==> src/rtl/otter_io_pkg.sv <==
// otter_io_pkg: shared address map constants and bus word type for the OTTER I/O bank
package otter_io_pkg;
  localparam logic [31:0] IO_BASE   = 32'h1100_0000;
  localparam logic [31:0] IO_STRIDE = 32'h20;
  localparam logic [31:0] PEND_OFS  = 32'h100;
  localparam logic [31:0] MASK_OFS  = 32'h104;
  typedef logic [31:0] io_word_t;
endpackage

==> src/rtl/otter_sync2.sv <==
// otter_sync2: two-flop pin synchroniser with a one-cycle-delayed copy for change detection
module otter_sync2 #(
  parameter int W = 16
) (
  input  logic         CLK,
  input  logic         RST,
  input  logic [W-1:0] d,
  output logic [W-1:0] q,
  output logic         chg
);
  logic [W-1:0] s1_q, s2_q, prev_q;
  always_ff @(posedge CLK) begin
    if (RST) begin
      s1_q   <= '0;
      s2_q   <= '0;
      prev_q <= '0;
    end else begin
      s1_q   <= d;
      s2_q   <= s1_q;
      prev_q <= s2_q;
    end
  end
  assign q   = s2_q;
  assign chg = |(s2_q ^ prev_q);
endmodule

==> src/rtl/otter_mmio_bank.sv <==
// otter_mmio_bank: parametrised IOBUS register bank with synchronised inputs, registered outputs,
// sticky change-pending bits, an interrupt mask and a registered IRQ
module otter_mmio_bank
  import otter_io_pkg::*;
#(
  parameter logic [31:0]       BASE_ADDR = IO_BASE,
  parameter logic [31:0]       STRIDE    = IO_STRIDE,
  parameter int                NUM_IN    = 2,
  parameter int                NUM_OUT   = 4,
  parameter int                DATA_W    = 16,
  parameter logic [DATA_W-1:0] OUT_RST   = '0
) (
  input  logic                      CLK,
  input  logic                      RST,
  input  logic [31:0]               IOBUS_ADDR,
  input  logic [31:0]               IOBUS_OUT,
  input  logic                      IOBUS_WR,
  output logic [31:0]               IOBUS_IN,
  input  logic [NUM_IN*DATA_W-1:0]  PORT_IN,
  output logic [NUM_OUT*DATA_W-1:0] PORT_OUT,
  output logic                      IRQ
);
  logic [NUM_IN*DATA_W-1:0] sync_val;
  logic [NUM_IN-1:0]        chg, pend_q, pend_d, mask_q, w1c;
  io_word_t                 in_word [NUM_IN];
  io_word_t                 out_word [NUM_OUT];
  logic                     pend_hit, mask_hit, irq_q;
  logic                     unused_wr;
  assign pend_hit  = IOBUS_ADDR == BASE_ADDR + PEND_OFS;
  assign mask_hit  = IOBUS_ADDR == BASE_ADDR + MASK_OFS;
  assign unused_wr = ^IOBUS_OUT;
  for (genvar i = 0; i < NUM_IN; i++) begin : g_in
    logic hit;
    otter_sync2 #(.W(DATA_W)) u_sync (
      .CLK(CLK),
      .RST(RST),
      .d(PORT_IN[i*DATA_W +: DATA_W]),
      .q(sync_val[i*DATA_W +: DATA_W]),
      .chg(chg[i])
    );
    assign hit        = IOBUS_ADDR == BASE_ADDR + 32'(i) * STRIDE;
    assign in_word[i] = hit ? io_word_t'(sync_val[i*DATA_W +: DATA_W]) : '0;
  end
  for (genvar j = 0; j < NUM_OUT; j++) begin : g_out
    logic              hit;
    logic [DATA_W-1:0] out_q;
    assign hit = IOBUS_ADDR == BASE_ADDR + 32'(NUM_IN + j) * STRIDE;
    always_ff @(posedge CLK) begin
      if (RST) out_q <= OUT_RST;
      else if (IOBUS_WR && hit) out_q <= IOBUS_OUT[DATA_W-1:0];
    end
    assign PORT_OUT[j*DATA_W +: DATA_W] = out_q;
    assign out_word[j] = hit ? io_word_t'(out_q) : '0;
  end
  // A change arriving in the same cycle as its clear keeps the bit set
  assign w1c    = (IOBUS_WR && pend_hit) ? IOBUS_OUT[NUM_IN-1:0] : '0;
  assign pend_d = (pend_q & ~w1c) | chg;
  always_ff @(posedge CLK) begin
    if (RST) begin
      pend_q <= '0;
      mask_q <= '0;
      irq_q  <= 1'b0;
    end else begin
      pend_q <= pend_d;
      if (IOBUS_WR && mask_hit) mask_q <= IOBUS_OUT[NUM_IN-1:0];
      irq_q  <= |(pend_q & mask_q);
    end
  end
  assign IRQ = irq_q;
  always_comb begin
    IOBUS_IN = (pend_hit ? io_word_t'(pend_q) : '0) | (mask_hit ? io_word_t'(mask_q) : '0);
    for (int i = 0; i < NUM_IN; i++) IOBUS_IN = IOBUS_IN | in_word[i];
    for (int j = 0; j < NUM_OUT; j++) IOBUS_IN = IOBUS_IN | out_word[j];
  end
endmodule

==> config.mk <==
export PLATFORM = sky130hd
export DESIGN_NAME = otter_mmio_bank
export DESIGN_NICKNAME = d
export VERILOG_FILES = /design/src/rtl/otter_io_pkg.sv /design/src/rtl/otter_sync2.sv /design/src/rtl/otter_mmio_bank.sv
export SDC_FILE = /design/constraint.sdc
export NUM_CORES = 1
export LEC_CHECK = 0
export CAP_MARGIN = 20
export CORE_ASPECT_RATIO = 1.2
export CORE_MARGIN = 3
export CORE_UTILIZATION = 40
export DETAILED_ROUTE_END_ITERATION = 12
export DONT_BUFFER_PORTS = 1
export PLACE_DENSITY_LB_ADDON = 0.05
export SLEW_MARGIN = 20
export SYNTH_ARGS = -nofsm -noshare
export SYNTH_HDL_FRONTEND = slang
export SYNTH_SLANG_ARGS = --single-unit
==> constraint.sdc <==
create_clock -name CLK -period 11.1 [get_ports CLK]
set_clock_uncertainty 0.15 [all_clocks]
set_input_delay 2.775 -clock CLK [delete_from_list [all_inputs] [get_ports CLK]]
set_output_delay 2.775 -clock CLK [all_outputs]
set_load 0.005 [all_outputs]
# After elaboration in Yosys (flattened, before gate mapping)

Index checks and enable logic that the tools add are counted.

Bits in registers: 165
Bits in latches: 0
Bits in writable memories: 0
Memory bits (read-only): 0
Memories kept: 0

Add/subtract/negate cells: 0
Multipliers: 0
Div/mod/pow operators: 0
$lt $le $gt $ge: 0
Equality and inequality tests: 8
Shift-type cells: 0
Multiplexer cells: 9
Bitwise logic cells: 13
Reduce and logical (&&, ||, !) cells: 9

Operators by type and width:

| cell                 | count |
|---|---|
| $eq 32x29->1 const B | 8 |
| $mux 16              | 6 |
| $or 16x16->16        | 5 |
| $reduce_or 16->1     | 2 |
| $xor 16x16->16       | 2 |
| $or 2x16->16         | 1 |
| $logic_and 1x1->1    | 6 |
| $mux 2               | 3 |
| $and 2x2->2          | 2 |
| $or 2x2->2           | 2 |
| $not 2->2            | 1 |
| $reduce_or 2->1      | 1 |

# Depth between registers and ports, before layout

Gate-level depths: netlist of run 1.

Depth in word-level cells: 9
Gate-level depth with buffers: 8
Mapped depth without buffers: 4

# Cells and area by module

Synthesis of run 1 repeated with hierarchy kept, for this count alone.

Cell total of the unflattened synthesis: 645
Area, all modules: 6661.4 sq um

By module, submodules not included:

| module          | instances | cells an instance | area each (sq um) |
|---|---|---|---|
| otter_mmio_bank | 1         | 401               | 3746.1 |
| otter_sync2     | 2         | 122               | 1457.6 |

# Worst setup path after synthesis of run 1

OpenSTA, ideal clock, no wires.

Path kind: input port to output port
Start: in IOBUS_ADDR[13]
End: out IOBUS_IN[13]
Arrival: 4.534 ns
Path slack: 3.641 ns
Cell stages on the path: 5
Buffers on the path: 1
Cell sequence: or4_1 buf_2 or3_4 or4_4 o221ai_2

Longest elaborated chain between the ends: 8
Elaborated cells on any way between the ends: 18
Classes of those cells: eq/ne: 6; mux: 6; bitwise: 6

RTL lines:

| what                        | RTL line              | source |
|---|---|---|
| start, declared             | otter_mmio_bank.sv:15 | `input logic [31:0] IOBUS_ADDR,` |
| $eq 32x29->1                | otter_mmio_bank.sv:41 | `assign hit = IOBUS_ADDR == BASE_ADDR + 32'(i) * STRIDE;` |
| $mux 16                     | otter_mmio_bank.sv:42 | `assign in_word[i] = hit ? io_word_t'(sync_val[i*DATA_W +: DATA_W]) : '0;` |
| $or 2x16->16                | otter_mmio_bank.sv:72 | `for (int i = 0; i < NUM_IN; i++) IOBUS_IN = IOBUS_IN \| in_word[i];` |
| $or 16x16->16               | otter_mmio_bank.sv:72 |  |
| $or 16x16->16 (3 in series) | otter_mmio_bank.sv:73 | `for (int j = 0; j < NUM_OUT; j++) IOBUS_IN = IOBUS_IN \| out_word[j];` |
| $or 16x16->16 (*)           | otter_mmio_bank.sv:73 |  |
| end, declared               | otter_mmio_bank.sv:18 | `output logic [31:0] IOBUS_IN,` |

Mark *: on every way between the ends. The rest lies on a longest branch, timed or not.

# Worst setup path after layout of run 1

Start: in IOBUS_ADDR[13]
End: out IOBUS_IN[7]

Same word-level chain as after synthesis.

==> results.md, run 1 <==
* Largest net degree at the start of global routing at 182
* Async SR Flop Fraction at 0
* Area grow syn2layout at 9.22%
* Clk pwr share at 0.469
* Worst hold path class: reg2reg
* Initial Util at 0.409
* Setup crit start: IOBUS_ADDR[13]
* Sw frac at 0.210
* Avg Cell Area, Syn at 10.5 µm²
* Post-synthesis instance area at 0.00695 mm²
* Crit-path cells: or4_1, or3_4, nor4_2, a221o_1
* Drt initial violations at 229
* Total gr overflow at 0
* DRC viols at 0
* Share of layout cells above drive strength 1 at 0.0954
* Ys flop type: dfxtp_1
* Via count at 4,512
* Antenna violations before repair at 0
* P_sw at 0.262 mW
* Die width at 126 µm
* Final GP Congestion at 0.821
* Logic gate share of total power at 0.036
* RSZ-0062 raised after global routing: false
* CP Class: in2out
* CP max-delay cell: or4_1
* CP max FO at 12
* Clk Latency, worst-skew pair at 420 ps
* Final WS setup at 3150 ps
* Cell Rows at 52
* Power per cell area at 164 mW/mm²
* Remaining antenna violation count after routing at 0
* Setup-failing EPs final at 0
* Peak Freq at 0.126 GHz
* CTS Root Cell: clkbuf_16
* 1st-pass router iterations at 4
* Hold buffers post-CTS at 0
* Die span in y at 150 µm
* Min Tclk post-route at 7950 ps
* Leakage at 3.02 nW
* WL/cell at 20.9 µm
* Arrival time worst endpoint at 5030 ps
* Required time of the critical path at 8180 ps
* Io pins at 196
* HP Start: g_in[0].u_sync.s1_q[9]
* Sequential Power Share at 0.494
* HPWL Detailed at 13,200 µm
* CP max stage delay at 690 ps
* Slew margin rel. at 0.348
* Post-place setup slack at 3130 ps
* Avg Vias per Cell at 5.21
* Maxcap violations at 0
* P_int at 0.984 mW
* All-Layer GR Usage at 0.194
* Vias in the first global route at 4,537
* Final period util at 0.717
* Seq cells post-synth at 165
* Slew Viols, Final at 0
* Least-Margin Pin Slew at 976 ps
* Total detailed-routing wirelength at 18,100 µm
* TritonCTS clock tree: done
* CP Launch Type: input pin
* Htree depth at 4
* Full die area at 0.0190 mm²
* Sequential share of the synthesized area at 0.476
* Worst VDD drop at 101 µV
* IO Port Bufs at 0
* Final-report hold violation count at 0
* Setup crit end kind: output pin
* First-pass GRT wire length at 27,300 µm
* Antenna Diode Count at 0
* Status: complete, no violations
* Core ar. at 0.0170 mm²
* Cells after synthesis at 660
* Clock sink count at 165
* Setup TNS at 0 ps
* Final nets at 737
* Post_cts resized at 0
* RR Startpoint: g_in[0].u_sync.q[1]
* Deepest clock path buffer count at 2
* Postcts setup bufs at 0
* Worst-path clk slew at 60 ps
* Distinct cells, synth at 49
* Number of buffers created by CTS at 17
* Number of flops mapped to enable cells by yosys at 0
* Syn. warnings at 0
==> final cells by class <==
cell class | count | area, µm²
well taps | 216 | 270
flip-flops and latches | 165 | 3300
multi-input cells | 449 | 3400
repair buffers | 1 | 7.51
inverters | 4 | 15.0
clock buffers | 22 | 474
clock inverters | 9 | 120
fillers | 1633 | 9400
==> power by group through the flow <==
stage               combinational [mW]  sequential (mW)  clock (mW)
floorplan                       0.0528            0.625           0
global placement                0.0452            0.629           0
detailed placement              0.0455            0.629           0
CTS                             0.0457            0.616       0.600
global route                    0.0499            0.617       0.626
finish                          0.0452            0.616       0.585
==> kinds of logic after synthesis <==
logic type | count (synthesis) | synth area share
compound gates | 34 | 0.0384
xor+xnor | 32 | 0.0404
buf+inv | 61 | 0.0438
flops | 165 | 0.476
mux | 101 | 0.159
other cells | 1 | 0.000540
simple gates | 266 | 0.242
==> Yosys cell counts, drive strengths merged (4+ instances only) <==
cell,count,area [µm²]
a221o,7,70.1
xnor2,32,280
o21ai,6,30.0
or4,4,33.8
nand4,14,124
inv,4,15.0
nor2,8,30.0
clkbuf,32,120
nand2b,82,513
a21oi,5,25.0
dfxtp,165,3300
nor4,15,115
nand2,20,75.1
buf,25,169
mux2i,81,811
nor2b,98,613
mux4,6,135
mux2,14,158
nor3,6,41.3
==> routing by layer <==
metal	wire (µm)	part of all wire	track usage	vias up
met5	0	0	0	-
met4	588	0.033	0.0853	0
met3	1350	0.075	0.0660	30
met2	8690	0.48	0.321	160
met1	7450	0.41	0.229	2144
li1	-	-	-	2178
==> placed cells by master, fill, tap and decap left out, drive strengths merged, types with 2 or more instances in the layout <==
master / netlist / final
nand2b: 82 / 82
or4: 4 / 4
mux2: 14 / 14
dfxtp: 165 / 165
and3: 3 / 3
a221o: 7 / 7
nor4: 15 / 15
nor2b: 98 / 98
nand4: 14 / 14
or3: 2 / 2
clkinv: 0 / 4
o2bb2ai: 2 / 2
nor2: 8 / 8
o41ai: 2 / 2
nand3: 2 / 2
a211oi: 3 / 3
mux4: 6 / 6
nor3: 6 / 6
inv: 4 / 6
conb: 1 / 16
o21ai: 6 / 6
nand2: 20 / 20
and4: 3 / 3
mux2i: 81 / 81
a21oi: 5 / 5
or2: 2 / 2
bufinv: 0 / 2
and2: 3 / 3
a32oi: 3 / 3
xnor2: 32 / 32
a22oi: 2 / 2
clkbuf: 32 / 22
==> critical path, delay by kind of cell <==
kind	cells	cell delay (ps)
AND/OR/NAND/NOR	3	1900
AO/OA/AOI/OAI	1	340
==> state kept, by name, summed over array words and instances, names as in the netlist <==
| name | cells |
|---|---|
| g_in.u_sync.q | 32 |
| pend_q | 2 |
| g_in.u_sync.prev_q | 32 |
| g_out.out_q | 64 |
| IRQ | 1 |
| g_in.u_sync.s1_q | 32 |
| mask_q | 2 |
==> final timing paths <==
| kind | end | slack [ps] | cells past startpoint |
|---|---|---|---|
| worst max-delay path | IOBUS_IN[7] | 3150 | 4 |
| worst min-delay path | g_in[0].u_sync.q[9] | 290 | 1 |
| worst max register to register | pend_q[0] | 9100 | 4 |
| worst min register to register | g_in[0].u_sync.q[9] | 290 | 1 |
==> through the flow <==
| stage | instances | hold slack, ps | util | power (mW) | cell area [µm²] |
|---|---|---|---|---|---|
| floorplan | 675 | 264 | - | 0.678 | 7000 |
| global placement | 835 | 271 | 0.412 | 0.674 | 6990 |
| detailed placement | 835 | 276 | 0.412 | 0.675 | 6990 |
| CTS | 866 | 291 | 0.447 | 1.26 | 7580 |
| global route | 866 | 297 | 0.447 | 1.29 | 7590 |
| finish | 866 | 287 | 0.447 | 1.25 | 7590 |
Power figures use the tool's default switching activity.
==> run 2, diff against run 1 <==
==> constraint.sdc (replaced) <==
create_clock -name CLK -period 7.6 [get_ports CLK]
set_clock_uncertainty 0.15 [all_clocks]
set_input_delay 1.9 -clock CLK [delete_from_list [all_inputs] [get_ports CLK]]
set_output_delay 1.9 -clock CLK [all_outputs]
set_load 0.005 [all_outputs]
==> run 2 against run 1 <==
Clock power grew 47%. Largest power group unchanged. Routed wire length barely moved. Setup slack worse by 1800 ps. Largest cell class unchanged. Combinational power increased by 46%. Via count decreased by 0.91%. Cell area is 0.13% higher. Sequential cell count stayed put. Critical path depth unchanged. Die area is the same. Sequential power up 46%. Count of clock-buffer cells in the layout fell by 2. Power rose by 47%.
==> results.md, run 2 (synthesis gave the netlist of run 1 again) <==
* All-Layer GR Usage at 0.191 (-0.00285)
* Die span in y at 150 µm (unchanged)
* Top reg by flops: g_out.out_q
* Arrival time worst endpoint at 4170 ps (-860 ps)
* Area grow syn2layout at 9.37%
* RSZ-0062 raised after global routing: false
* Slew Viols, Final at 0 (unchanged)
* HPWL Detailed at 13,200 µm (+0.11%)
* Crit-path cells: or4_1, or3_4, nor4_2, a221o_1
* Hold buffers post-CTS at 0 (unchanged)
* CP Launch Type: input pin
* Setup TNS at 0 ps (unchanged)
* CTS Root Cell: clkbuf_16
* Final nets at 738 (+0.14%)
* Total detailed-routing wirelength at 18,100 µm (about the same)
* Peak Freq at 0.161 GHz
* CP max-delay cell: nor4_2
* Cell Rows at 52 (unchanged)
* 1st-pass router iterations at 4 (unchanged)
* Finished Core Util at 0.447 (+0.000589)
* Slew margin rel. at 0.370 (+0.0224)
* Htree depth at 4 (unchanged)
* Postcts setup bufs at 0 (unchanged)
* Via count at 4,471 (-0.91%)
* IO Port Bufs at 0 (unchanged)
* Setup-failing EPs final at 0 (unchanged)
* Full die area at 0.0190 mm² (unchanged)
* Antenna Diode Count at 0 (unchanged)
* Drt initial violations at 222 (-3.1%)
* DRC viols at 0 (unchanged)
* TritonCTS clock tree: done
* Least-Margin Pin Slew at 943 ps (-33.5 ps)
* Worst path bufs/invs at 0 (unchanged)
* Initial Util at 0.409 (unchanged)
* Setup crit end kind: output pin
* Fillers at 1,664 (+1.9%)
* Worst hold path class: reg2reg
* Maxcap violations at 0 (unchanged)
* Clock sink count at 165 (unchanged)
* Min Tclk post-route at 6220 ps
* CP Class: in2out
* Largest net degree at the start of global routing at 182 (unchanged)
* Avg Vias per Cell at 5.15 (-1.1%)
* Clk Latency, worst-skew pair at 420 ps (about the same)
* Share of layout cells above drive strength 1 at 0.0997 (+0.00431)
* Worst-path clk slew at 60 ps (about the same)
* Power per cell area at 240 mW/mm² (+46%)
* Post_cts resized at 0 (unchanged)
* Leakage at 3.03 nW (+0.43%)
* WL/cell at 20.8 µm (-0.32%)
* Largest register FFs at 64 (unchanged)
* Required time of the critical path at 5550 ps (-2630 ps)
* First-pass GRT wire length at 27,000 µm (-1.2%)
* Worst VDD drop at 155 µV (+54%)
* Final GP Congestion at 0.812 (-1.1%)
* Placed Instances at 836 (+0.12%)
* Antenna violations before repair at 0 (unchanged)
* Core ar. at 0.0170 mm² (unchanged)
* Final-report hold violation count at 0 (unchanged)
* Vias in the first global route at 4,529 (-0.18%)
* Delay-heaviest family, CP: simple AND/OR/NAND/NOR gates
* CP max stage delay at 700 ps (about the same)
* Die width at 126 µm (unchanged)
* Total gr overflow at 0 (unchanged)
* Final period util at 0.818
* Io pins at 196 (unchanged)
* Deepest clock path buffer count at 2 (unchanged)
* Number of buffers created by CTS at 17 (unchanged)
* Post-Layout Cell Count at 868 (+0.23%)
* Most common cell after layout, fill and taps aside: dfxtp_1
* CP max FO at 12 (unchanged)
* Status: complete, no violations
* Remaining antenna violation count after routing at 0 (unchanged)
* Most frequent cells in the layout: 165 x dfxtp_1, 98 x nor2b_1, 82 x nand2b_1
[run 2: worst paths after layout]
| kind | start | end | slack (ps) | cells past startpoint |
|---|---|---|---|---|
| min reg2reg | g_in[1].u_sync.s1_q[0] | g_in[1].u_sync.q[0] | 290 | 1 |
| min | g_in[1].u_sync.s1_q[0] | g_in[1].u_sync.q[0] | 290 | 1 |
| max | IOBUS_ADDR[13] | IOBUS_IN[7] | 1380 | 4 |
| max reg2reg | g_in[0].u_sync.q[1] | pend_q[0] | 5660 | 4 |
[run 2: area by class of cell]
cell class,instances,area [µm²],area share
clock inverters,12,140,0.0184
multi-input cells,449,3400,0.447
flip-flops and latches,165,3300,0.435
inverters,4,15.0,0.00198
well taps,216,270,0.0356
repair buffers,2,15.0,0.00198
clock buffers,20,457,0.0601
[run 2: through the flow]
stage                     total power [mW]  area, µm²  hold slack (ps)  setup slack (ps)
after floorplan                      0.990       7000              264              1890
after global placement               0.985       7000              271              1410
after detailed placement             0.986       7000              276              1400
after CTS                             1.85       7590              292              1390
after global routing                  1.88       7600              300              1260
final                                 1.83       7600              287              1380
[run 2: layer usage]
metal	up-vias	GRT usage	part of all wire	routed length (µm)
met5	-	0	0	0
met4	0	0.0719	0.022	391
met3	25	0.0610	0.080	1440
met2	168	0.327	0.50	8970
met1	2108	0.224	0.40	7260
li1	2170	-	-	-
[run 2: report_power, final]
part | internal [mW] | switching (mW)
Clock | 0.507 | 0.353
Sequential | 0.886 | 0.0133
Combinational | 0.0382 | 0.0278
Total | 1.43 | 0.394
==> run 3, diff against run 2 <==
--- a/config.mk
+++ b/config.mk
@@ -5,6 +5,7 @@
 export SDC_FILE = /design/constraint.sdc
 export NUM_CORES = 1
 export LEC_CHECK = 0
+export ABC_AREA = 1
 export CAP_MARGIN = 20
 export CORE_ASPECT_RATIO = 1.2
 export CORE_MARGIN = 3
==> constraint.sdc (replaced) <==
create_clock -name CLK -period 5.9 [get_ports CLK]
set_clock_uncertainty 0.15 [all_clocks]
set_input_delay 1.475 -clock CLK [delete_from_list [all_inputs] [get_ports CLK]]
set_output_delay 1.475 -clock CLK [all_outputs]
set_load 0.005 [all_outputs]
==> run 3 against run 2 <==
Register-to-register slack worse by 1100 ps. Die area is 3.1% higher. Global-route usage is 1.1 points higher. Utilization is 0.35 points lower. Clock power is 30% higher. Non-clock buffer count is 4 higher. Highest routed layer unchanged.
==> results.md, run 3 <==
* Antenna violations before repair at 0 (unchanged)
* Status: complete, no violations
* CTS Root Cell: clkbuf_16
* Hold EP: g_in[0].u_sync.q[5]
* Finished Core Util at 0.444 (-0.00353)
* Post-place setup slack at 1150 ps (-253 ps)
* Least-Margin Pin Slew at 586 ps (-357 ps)
* DRC viols at 0 (unchanged)
* Share of layout cells above drive strength 1 at 0.0768 (-0.0228)
* Worst hold path class: reg2reg
* Distinct cells, synth at 24 (-51%)
* Async SR Flop Fraction at 0 (unchanged)
* 1st-pass router iterations at 5 (+1)
* Top reg by flops: g_out.out_q
* Flop2flop setup slack at 4530 ps (-1130 ps)
* Most frequent cells in the layout: 187 x nand2_1, 165 x dfxtp_1, 145 x nor2_1
* Postcts setup bufs at 0 (unchanged)
* Fillers at 1,838 (+10%)
* Final WS setup at 1140 ps (-243 ps)
* Setup TNS at 0 ps (unchanged)
* Ys flop type: dfxtp_1
* Slew margin rel. at 0.609 (+0.239)
* RR Startpoint: g_in[0].u_sync.q[13]
* Io pins at 196 (unchanged)
* WL/cell at 16.5 µm (-21%)
* Peak Freq at 0.210 GHz
* Worst-path clk slew at 70 ps (about the same)
* Area leader, netlist: dfxtp_1
* Cells after synthesis at 1,003 (+52%)
* Post_cts resized at 0 (unchanged)
* Avg Cell Area, Syn at 7.15 µm² (-32%)
* Avg Vias per Cell at 4.89 (-5.0%)
* Arrival time worst endpoint at 3140 ps (-1030 ps)
* Design Area, Final at 0.00780 mm² (+2.7%)
* Setup crit start: IOBUS_ADDR[25]
* Sequential share of the synthesized area at 0.461 (-0.0149)
* Min Tclk post-route at 4760 ps
* RSZ-0062 raised after global routing: false
* Crit Reg-Reg Endpoint: pend_q[0]
* HP Start: g_in[0].u_sync.s1_q[5]
* Post-synthesis instance area at 0.00717 mm² (+3.2%)
* Full die area at 0.0196 mm² (+3.1%)
* Reg2reg path depth at 7 (+3)
* All-Layer GR Usage at 0.202 (+0.0115)
* Top-area cell type share of the netlist area at 0.461 (-0.0149)
* Placed Instance Area at 0.00720 mm² (+2.8%)
* Deepest clock path buffer count at 2 (unchanged)
* Die width at 128 µm (+1.5%)
* Final nets at 1,075 (+46%)
* Final GP Congestion at 0.806 (-0.67%)
* Maxcap violations at 0 (unchanged)
* Worst VDD drop at 196 µV (+27%)
* Htree depth at 4 (unchanged)
* Antenna Diode Count at 0 (unchanged)
* CP max FO at 58 (+46)
* Top cells by area, synth: dfxtp_1 46%, nand2_1 9.8%, nor2_1 7.6%, inv_1 7.5%, nand3_1 6.5%
* Area grow syn2layout at 8.78%
* Syn. warnings at 0 (unchanged)
* IO Port Bufs at 0 (unchanged)
* Number of flops mapped to enable cells by yosys at 0 (unchanged)
* CP Launch Type: input pin
* Slew Viols, Final at 0 (unchanged)
* Leakage at 3.23 nW (+6.5%)
* HPWL Detailed at 13,800 µm (+4.0%)
* CP Class: in2out
* Total gr overflow at 0 (unchanged)
* Largest net degree at the start of global routing at 166 (-8.8%)
* Cell Rows at 53 (+1.9%)
* Required time of the critical path at 4280 ps (-1270 ps)
* Largest register FFs at 64 (unchanged)
* Number of buffers created by CTS at 17 (unchanged)
* Power per cell area at 301 mW/mm² (+25%)
* Vias in the first global route at 5,561 (+23%)
* Setup crit end kind: output pin
* Top-count cell post-synth: nand2_1
* Clock sink count at 165 (unchanged)
* Remaining antenna violation count after routing at 0 (unchanged)
* Clk Latency, worst-skew pair at 430 ps (about the same)
* Hold path cells at 2 (+1)
* Initial Util at 0.408 (-0.00103)
* Post-Layout Cell Count at 1,209 (+39%)
* Commonest cells in the netlist: 187 x nand2_1, 165 x dfxtp_1, 146 x nor2_1, 143 x inv_1, 93 x nand3_1
* Setup-failing EPs final at 0 (unchanged)
* Total detailed-routing wirelength at 19,900 µm (+10%)
* Drt initial violations at 540 (+140%)
* Total chip power at 2.34 mW (+28%)
* Final period util at 0.807
* TritonCTS clock tree: done
* Seq cells post-synth at 165 (unchanged)
* First-pass GRT wire length at 31,300 µm (+16%)
* Final-report hold violation count at 0 (unchanged)
* Most common cell after layout, fill and taps aside: nand2_1
* Core ar. at 0.0176 mm² (+3.5%)
* Hold buffers post-CTS at 0 (unchanged)
* Final hold slack at 252 ps (-35.2 ps)
* Placed Instances at 1,177 (+41%)
* Die span in y at 153 µm (+1.5%)
* Via count at 5,914 (+32%)
-- run 3: cell count changes in the layout (fill, tap and decap cells not counted), sizes merged, moves of 7 or more --
cell	delta
a221o	-7
nor2b	-98
nand2	+176
xnor2	-10
a21oi	+64
nor4	-15
nor2	+153
nand3	+92
mux2i	-81
inv	+144
mux2	-14
nand2b	-82
nand4	+46
-- run 3: worst max path at each step --
| stage | endpoint | slack [ps] | cells past startpoint |
|---|---|---|---|
| 2_1_floorplan | IOBUS_IN[14] | 1730 | 8 |
| 3_3_place_gp | IOBUS_IN[3] | 1120 | 9 |
| 4_1_cts | IOBUS_IN[3] | 1140 | 9 |
| 5_1_grt | IOBUS_IN[11] | 900 | 7 |
| 6_report | IOBUS_IN[7] | 1140 | 10 |
| 3_5_place_dp | IOBUS_IN[3] | 1150 | 9 |
-- run 3: area by class of cell --
| type | instances | area (µm²) | area share |
|---|---|---|---|
| flip-flops and latches | 165 | 3300 | 0.424 |
| multi-input cells | 640 | 3020 | 0.388 |
| inverters | 146 | 548 | 0.0703 |
| clock inverters | 14 | 164 | 0.0210 |
| clock buffers | 18 | 439 | 0.0563 |
| repair buffers | 6 | 45.0 | 0.00578 |
| well taps | 220 | 275 | 0.0353 |
-- run 3: power by group --
part	switching [mW]	total, mW	internal [mW]	leakage, nW
Clock	0.509	1.12	0.615	0.289
Combinational	0.0360	0.0647	0.0287	1.59
Sequential	0.0149	1.16	1.14	1.35
Total	0.560	2.34	1.78	3.23
-- run 3: layer usage --
| metal | up-vias | wire length [µm] | GRT usage |
|---|---|---|---|
| met4 | 0 | 467 | 0.0723 |
| met5 | - | 0 | 0 |
| li1 | 3049 | - | - |
| met1 | 2636 | 9090 | 0.272 |
| met3 | 25 | 1350 | 0.0568 |
| met2 | 204 | 9010 | 0.310 |
-- run 3: cells by family after synthesis --
| family | after synthesis | synth area share |
|---|---|---|
| AO/OA/AOI/OAI | 77 | 0.0538 |
| XOR/XNOR | 24 | 0.0293 |
| buffers and inverters | 213 | 0.126 |
| flip-flops | 165 | 0.461 |
| other | 1 | 0.000523 |
| AND/OR/NAND/NOR | 523 | 0.329 |
-- run 3: worst max-delay path: stages --
cell and delay (ps):
inv_2 30, nand2_1 40, nor2_1 100, nand2_1 90
nor2_4 250, buf_4 540, nand4_1 260, o21ai_0 150
nor2_1 80, nand2_1 90
